$ cat config.mk
export PLATFORM = sky130hd
export DESIGN_NAME = capture_sequencer_flat
export DESIGN_NICKNAME = d
export VERILOG_FILES = /design/src/rtl/capture_sequencer_if.sv /design/src/rtl/capture_sequencer.sv /design/src/flat_wrapper.sv
export SDC_FILE = /design/constraint.sdc
export NUM_CORES = 1
export LEC_CHECK = 0
export CORE_MARGIN = 1
export CORE_UTILIZATION = 50
export DETAILED_ROUTE_END_ITERATION = 8
export GPL_TIMING_DRIVEN = 0
export MAX_ROUTING_LAYER = met4
export PLACE_DENSITY = 0.7
export SETUP_SLACK_MARGIN = 0.2
export SYNTH_ARGS = -nofsm -noshare
export SYNTH_HDL_FRONTEND = slang
export SYNTH_SLANG_ARGS = --single-unit
$ cat constraint.sdc
create_clock -name i_top_clk -period 2.7 [get_ports i_top_clk]
set_clock_uncertainty 0.15 [all_clocks]
set_input_delay 0.675 -clock i_top_clk [delete_from_list [all_inputs] [get_ports i_top_clk]]
set_output_delay 0.675 -clock i_top_clk [all_outputs]
set_load 0.02 [all_outputs]
$ cat src/rtl/capture_sequencer_if.sv
// Control/status bundle between the capture sequencer and its surroundings.
// The slave side is the sequencer. The master side drives the camera,
// button and lock inputs and observes the results.
interface capture_sequencer_if;
    logic        i_locked;
    logic        i_cam_done;
    logic        i_vsync;
    logic        i_snap_req;
    logic        i_live_req;
    logic        o_cam_start;
    logic        o_wr_en;
    logic [15:0] o_frame_cnt;
    logic [3:0]  o_state;
    logic        o_err;

    modport master (
        output i_locked, i_cam_done, i_vsync, i_snap_req, i_live_req,
        input  o_cam_start, o_wr_en, o_frame_cnt, o_state, o_err
    );

    modport slave (
        input  i_locked, i_cam_done, i_vsync, i_snap_req, i_live_req,
        output o_cam_start, o_wr_en, o_frame_cnt, o_state, o_err
    );
endinterface

$ cat src/rtl/capture_sequencer.sv
// Camera capture sequencer.
// Waits for clock lock, then waits a power-up delay, then kicks off camera
// register init and waits for it to finish. It then gates frame-buffer
// writes on whole-frame boundaries, which gives a live view and a snapshot
// freeze. All asynchronous inputs are synchronized here, and every
// detected edge is registered. This places a vsync fall at the input
// exactly four clocks ahead of the resulting o_wr_en change.
module capture_sequencer #(
    parameter int unsigned STARTUP_DELAY = 1_000_000,
    parameter int unsigned INIT_TIMEOUT  = 50_000_000
) (
    input  logic               i_top_clk,
    input  logic               w_rst_btn_db,
    capture_sequencer_if.slave bus
);
    localparam int DLY_W = $clog2(STARTUP_DELAY + 1);
    localparam int TO_W  = $clog2(INIT_TIMEOUT + 1);

    typedef enum logic [3:0] {
        WAIT_LOCK = 4'd0,
        PWRUP     = 4'd1,
        START     = 4'd2,
        WAIT_DONE = 4'd3,
        ARM       = 4'd4,
        LIVE      = 4'd5,
        SNAP_PEND = 4'd6,
        FROZEN    = 4'd7,
        ERROR     = 4'd8
    } state_t;

    state_t state, state_n;

    // Bit 0 is the first synchronizer flop and bit 1 the second.
    // Bit 2, where present, holds the previous synchronized sample for edge detect.
    logic [1:0] lock_sync;
    logic [2:0] vs_sync;
    logic [2:0] snap_sync;
    logic [2:0] live_sync;
    logic       vs_fall;
    logic       snap_rise;
    logic       live_rise;
    logic       locked_s;

    logic [DLY_W-1:0] dly_cnt;
    logic [TO_W-1:0]  to_cnt;
    logic [15:0]      frame_cnt;
    logic             cam_start;
    logic             wr_en;
    logic             err;

    assign locked_s = lock_sync[1];

    // Synchronize the asynchronous inputs and register the edge pulses.
    always_ff @(posedge i_top_clk or negedge w_rst_btn_db) begin
        if (!w_rst_btn_db) begin
            lock_sync <= '0;
            vs_sync   <= '0;
            snap_sync <= '0;
            live_sync <= '0;
            vs_fall   <= 1'b0;
            snap_rise <= 1'b0;
            live_rise <= 1'b0;
        end else begin
            lock_sync <= {lock_sync[0], bus.i_locked};
            vs_sync   <= {vs_sync[1:0], bus.i_vsync};
            snap_sync <= {snap_sync[1:0], bus.i_snap_req};
            live_sync <= {live_sync[1:0], bus.i_live_req};
            vs_fall   <= vs_sync[2] & ~vs_sync[1];
            snap_rise <= ~snap_sync[2] & snap_sync[1];
            live_rise <= ~live_sync[2] & live_sync[1];
        end
    end

    // Next-state logic. Loss of lock overrides everything except ERROR.
    always_comb begin
        state_n = state;
        unique case (state)
            WAIT_LOCK: if (locked_s) state_n = PWRUP;
            PWRUP:     if (dly_cnt >= DLY_W'(STARTUP_DELAY - 1)) state_n = START;
            START:     state_n = WAIT_DONE;
            WAIT_DONE: begin
                // A completion seen on the timeout cycle still counts as success.
                if (bus.i_cam_done)                         state_n = ARM;
                else if (to_cnt >= TO_W'(INIT_TIMEOUT - 1)) state_n = ERROR;
            end
            ARM:       if (vs_fall)   state_n = LIVE;
            LIVE:      if (snap_rise) state_n = SNAP_PEND;
            SNAP_PEND: if (vs_fall)   state_n = FROZEN;
            FROZEN:    if (live_rise) state_n = ARM;
            ERROR:     state_n = ERROR;
            default:   state_n = WAIT_LOCK;
        endcase
        if (!locked_s && state != ERROR) state_n = WAIT_LOCK;
    end

    // State register, with outputs decoded from the next state so they align with it.
    always_ff @(posedge i_top_clk or negedge w_rst_btn_db) begin
        if (!w_rst_btn_db) begin
            state     <= WAIT_LOCK;
            cam_start <= 1'b0;
            wr_en     <= 1'b0;
            err       <= 1'b0;
        end else begin
            state     <= state_n;
            cam_start <= (state_n == START);
            wr_en     <= (state_n == LIVE) || (state_n == SNAP_PEND);
            err       <= (state_n == ERROR);
        end
    end

    // Delay and timeout counters. Each restarts from zero on entry to its state and saturates.
    always_ff @(posedge i_top_clk or negedge w_rst_btn_db) begin
        if (!w_rst_btn_db) begin
            dly_cnt <= '0;
            to_cnt  <= '0;
        end else begin
            if (state != PWRUP)
                dly_cnt <= '0;
            else if (dly_cnt != DLY_W'(STARTUP_DELAY))
                dly_cnt <= dly_cnt + 1'b1;

            if (state != WAIT_DONE)
                to_cnt <= '0;
            else if (to_cnt != TO_W'(INIT_TIMEOUT))
                to_cnt <= to_cnt + 1'b1;
        end
    end

    // Count frames that closed while writes were enabled. The count survives lock loss.
    always_ff @(posedge i_top_clk or negedge w_rst_btn_db) begin
        if (!w_rst_btn_db)
            frame_cnt <= '0;
        else if (vs_fall && (state == LIVE || state == SNAP_PEND))
            frame_cnt <= frame_cnt + 16'd1;
    end

    assign bus.o_cam_start = cam_start;
    assign bus.o_wr_en     = wr_en;
    assign bus.o_frame_cnt = frame_cnt;
    assign bus.o_state     = state;
    assign bus.o_err       = err;
endmodule

$ cat src/flat_wrapper.sv
// flat-port wrapper written by rule: the top's interface ports become plain ports
module capture_sequencer_flat 
#(
    parameter int unsigned STARTUP_DELAY = 1_000_000,
    parameter int unsigned INIT_TIMEOUT  = 50_000_000
)
  (i_top_clk, w_rst_btn_db, bus_i_locked, bus_i_cam_done, bus_i_vsync, bus_i_snap_req, bus_i_live_req, bus_o_cam_start, bus_o_wr_en, bus_o_frame_cnt, bus_o_state, bus_o_err);
  capture_sequencer_if bus_i ();
  input  logic i_top_clk;
  input  logic w_rst_btn_db;
  input wire logic [$bits(bus_i.i_locked)-1:0] bus_i_locked;
  input wire logic [$bits(bus_i.i_cam_done)-1:0] bus_i_cam_done;
  input wire logic [$bits(bus_i.i_vsync)-1:0] bus_i_vsync;
  input wire logic [$bits(bus_i.i_snap_req)-1:0] bus_i_snap_req;
  input wire logic [$bits(bus_i.i_live_req)-1:0] bus_i_live_req;
  output wire logic [$bits(bus_i.o_cam_start)-1:0] bus_o_cam_start;
  output wire logic [$bits(bus_i.o_wr_en)-1:0] bus_o_wr_en;
  output wire logic [$bits(bus_i.o_frame_cnt)-1:0] bus_o_frame_cnt;
  output wire logic [$bits(bus_i.o_state)-1:0] bus_o_state;
  output wire logic [$bits(bus_i.o_err)-1:0] bus_o_err;
  assign bus_i.i_locked = bus_i_locked;
  assign bus_i.i_cam_done = bus_i_cam_done;
  assign bus_i.i_vsync = bus_i_vsync;
  assign bus_i.i_snap_req = bus_i_snap_req;
  assign bus_i.i_live_req = bus_i_live_req;
  assign bus_o_cam_start = bus_i.o_cam_start;
  assign bus_o_wr_en = bus_i.o_wr_en;
  assign bus_o_frame_cnt = bus_i.o_frame_cnt;
  assign bus_o_state = bus_i.o_state;
  assign bus_o_err = bus_i.o_err;
  capture_sequencer #(.STARTUP_DELAY(STARTUP_DELAY), .INIT_TIMEOUT(INIT_TIMEOUT)) u_core (.i_top_clk(i_top_clk), .w_rst_btn_db(w_rst_btn_db), .bus(bus_i));
endmodule
==> reports/qor.txt <==
CP Class -> flop to output pin
final hold violation count -> 0
Core Rows -> 31
Synth warnings -> 0
Min Clock Period, post-route -> 2.32 ns
clock sinks -> 83
MaxCap Viol Count -> 0
Reg2Reg Depth -> 7
Top Ports -> 30
initial DRC count -> 103
Vias -> 2798
Worst Setup End Kind -> output pin
Peak VDD IR -> 0.316 mV
drt drc -> 0
Post-synth EDFFs -> 0
Hold WC Path Type -> primary input to async pin
Final Cycle Share -> 86.0%
HPWL after DPL -> 4.95 mm
IO buf count -> 29
crit start category -> flop
fin util -> 61.7%
CTS tree -> built
Mean Syn Cell Area -> 10.3 sq um
Unique masters post-synth -> 44
vias in the first global route -> 2759
Vias/cell -> 5.34
Post-Syn Instances -> 379
maximum fanout along the worst path -> 8
pwr/cell area -> 511 nW/um^2
slew margin rel. -> 64.9%
CTS resizes -> 0
area grow syn2layout -> 16.9%
pre-CTS WS -> 0.506 ns
total wire length -> 7.07 mm
top cell family by delay on the critical path -> buffers and inverters
post-synthesis simple-gate area fraction -> 24.3%
status -> complete, no violations
synthesized area -> 3890 sq um
Final Max Tran Viols -> 0
post-synthesis xor/xnor area fraction -> 12.8%
global-route wire length before repair -> 12.6 mm
Leak -> 1.89 nW
GP Congestion -> 0.812
Nets -> 432
CP startpoint -> u_core.bus.o_state[2]
adder-cell share of the synthesized area -> 1.61%
Synth Net Count -> 391
clock latency on the worst-skew pair -> 0.35 ns
Critical Path End -> bus_o_state[2]
Clock Path Buffers -> 2
GR Overflow Total -> 0
Crit path required time -> 1.88 ns
Final Setup Violations -> 0
CTS Buf Count -> 9
Reg2Reg Launch Point -> u_core.bus.o_state[3]
Worst Slack Setup Final -> 0.377 ns
largest net degree at the start of global routing -> 43
Synth Area in Compound Gates -> 4.18%
fmax -> 0.431 GHz
CORE AREA -> 7370 sq um
cells along the critical path -> clkdlybuf4s50_1
RSZ-0062 raised after global routing -> no
Clk pin slew, worst setup/hold paths -> 0.08 ns
share of layout cells above drive strength 1 -> 7.53%
Die Y -> 90.2 um
Routed WL per cell -> 13.5 um
Hold-fix buffers, CTS -> 0
crit path buf inv count -> 1
die footprint -> 8140 sq um
FF-to-FF End -> u_core.bus.o_frame_cnt[15]
multiplexer share of the synthesized area -> 1.09%
actual slew at the worst max-slew pin -> 0.520 ns
CTS Root Cell -> clkbuf_8
1st-pass router iterations -> 6
Synth Register Bits -> 83
overall global routing resource usage -> 20.0%
initial core utilization -> 52.8%
largest stage delay on the critical path -> 0.67 ns
largest family of logic cells by synthesized area -> simple AND/OR/NAND/NOR gates
Chip Width -> 90.2 um
sequential cell area fraction in the yosys report -> 53.4%
most common flop cell mapped by yosys -> dfrtp_1
initial antenna violation count -> 0
FFs w/ async S/R, synth -> 100%
Post-CTS Setup Bufs -> 0
Antenna Cells -> 0
critical path depth -> 1
Slowest cell on crit path -> clkdlybuf4s50_1
H-tree depth -> 3
FF-to-FF setup slack -> 0.49 ns
ANT nets after route -> 0
worst endpoint data arrival time -> 1.50 ns
cell type report:
cell class,instances,area [sq um]
clock buffer,9,124
fill,630,2820
tap,99,124
multi-input combinational,274,1710
sequential,83,2080
buffer,9,50.0
inverter,13,48.8
clock inverter,7,100
timing repair buffer,30,308
Yosys cell counts, types with 5 or more instances:
master    number  area (sq um)
inv_1         13          48.8
xor2_1        28           245
nand2_1       23          86.3
nor2_1        63           236
ha_1           5          62.6
nand3_1       18          90.1
nor2b_1        6          37.5
o21ai_0        5          25.0
nand4_1       15          93.8
xnor2_1       29           254
nor3_1        10          50.1
a21oi_1       11          55.1
clkbuf_1       5          18.8
or3_1          6          37.5
and3_1        13          81.3
dfrtp_1       83          2080
stage by stage:
stage | hold WS [ns] | TNS [ns] | cells | instance area, sq um | total power, mW
after CTS | 0.157 | 0 | 524 | 4550 | 2.35
after floorplan | 0.181 | 0 | 379 | 3890 | 1.32
after global routing | 0.183 | 0 | 524 | 4550 | 2.43
final | 0.149 | 0 | 524 | 4550 | 2.32
after global placement | 0.184 | -174.56 | 507 | 4300 | 1.36
after detailed placement | 0.189 | 0 | 508 | 4320 | 1.37
worst min path at each step:
| stage | endpoint | cells after the start | slack [ns] |
|---|---|---|---|
| after CTS | u_core.dly_cnt[14] | 1 | 0.16 |
| after global placement | u_core.lock_sync[1] | 0 | 0.18 |
| final | u_core.to_cnt[10] | 1 | 0.15 |
| after global routing | u_core.to_cnt[10] | 1 | 0.18 |
| after floorplan | u_core.live_sync[1] | 0 | 0.18 |
| after detailed placement | u_core.live_sync[1] | 0 | 0.19 |
layer usage:
metal  GRT usage (%)  wire, um
met5               -         0
met4            6.45        92
met1            23.9      3220
met2            33.2      3560
met3            4.82       194
report_power, final:
part / leakage [nW] / switching [mW] / total [mW] / internal [mW]
Combinational: 0.664 / 0.0494 / 0.0765 / 0.0271
Clock: 0.102 / 0.456 / 0.981 / 0.525
Sequential: 1.13 / 0.00880 / 1.26 / 1.26
registers in the layout (all words and copies together) (netlist names):
name / flops
u_core.bus.o_cam_start: 1
u_core.bus.o_err: 1
u_core.bus.o_frame_cnt: 16
u_core.bus.o_state: 4
u_core.bus.o_wr_en: 1
u_core.dly_cnt: 20
u_core.live_rise: 1
u_core.live_sync: 3
u_core.lock_sync: 2
u_core.snap_rise: 1
u_core.snap_sync: 3
u_core.to_cnt: 26
u_core.vs_fall: 1
u_core.vs_sync: 3
cell families (layout without fill, tap and decap cells):
logic type                 after synthesis  after routing
DFF                                     83             83
xor gates and xnor gates                57             57
buffers and inverters                   22             68
AOI/OAI and AO/OA                       26             26
and+or+nand+nor                        182            182
muxes                                    4              4
adders and majority gates                5              5
layout by cell type (no fill, tap or decap), types with 5 or more instances in the layout:
cell / count
dfrtp_1: 83
nor2_1: 63
xnor2_1: 29
xor2_1: 28
clkdlybuf4s50_1: 28
nand2_1: 23
nand3_1: 18
nand4_1: 15
inv_1: 13
and3_1: 13
a21oi_1: 11
nor3_1: 10
clkbuf_8: 9
nor2b_1: 6
or3_1: 6
o21ai_0: 5
clkbuf_1: 5
ha_1: 5
Power figures use the tool's default switching activity.
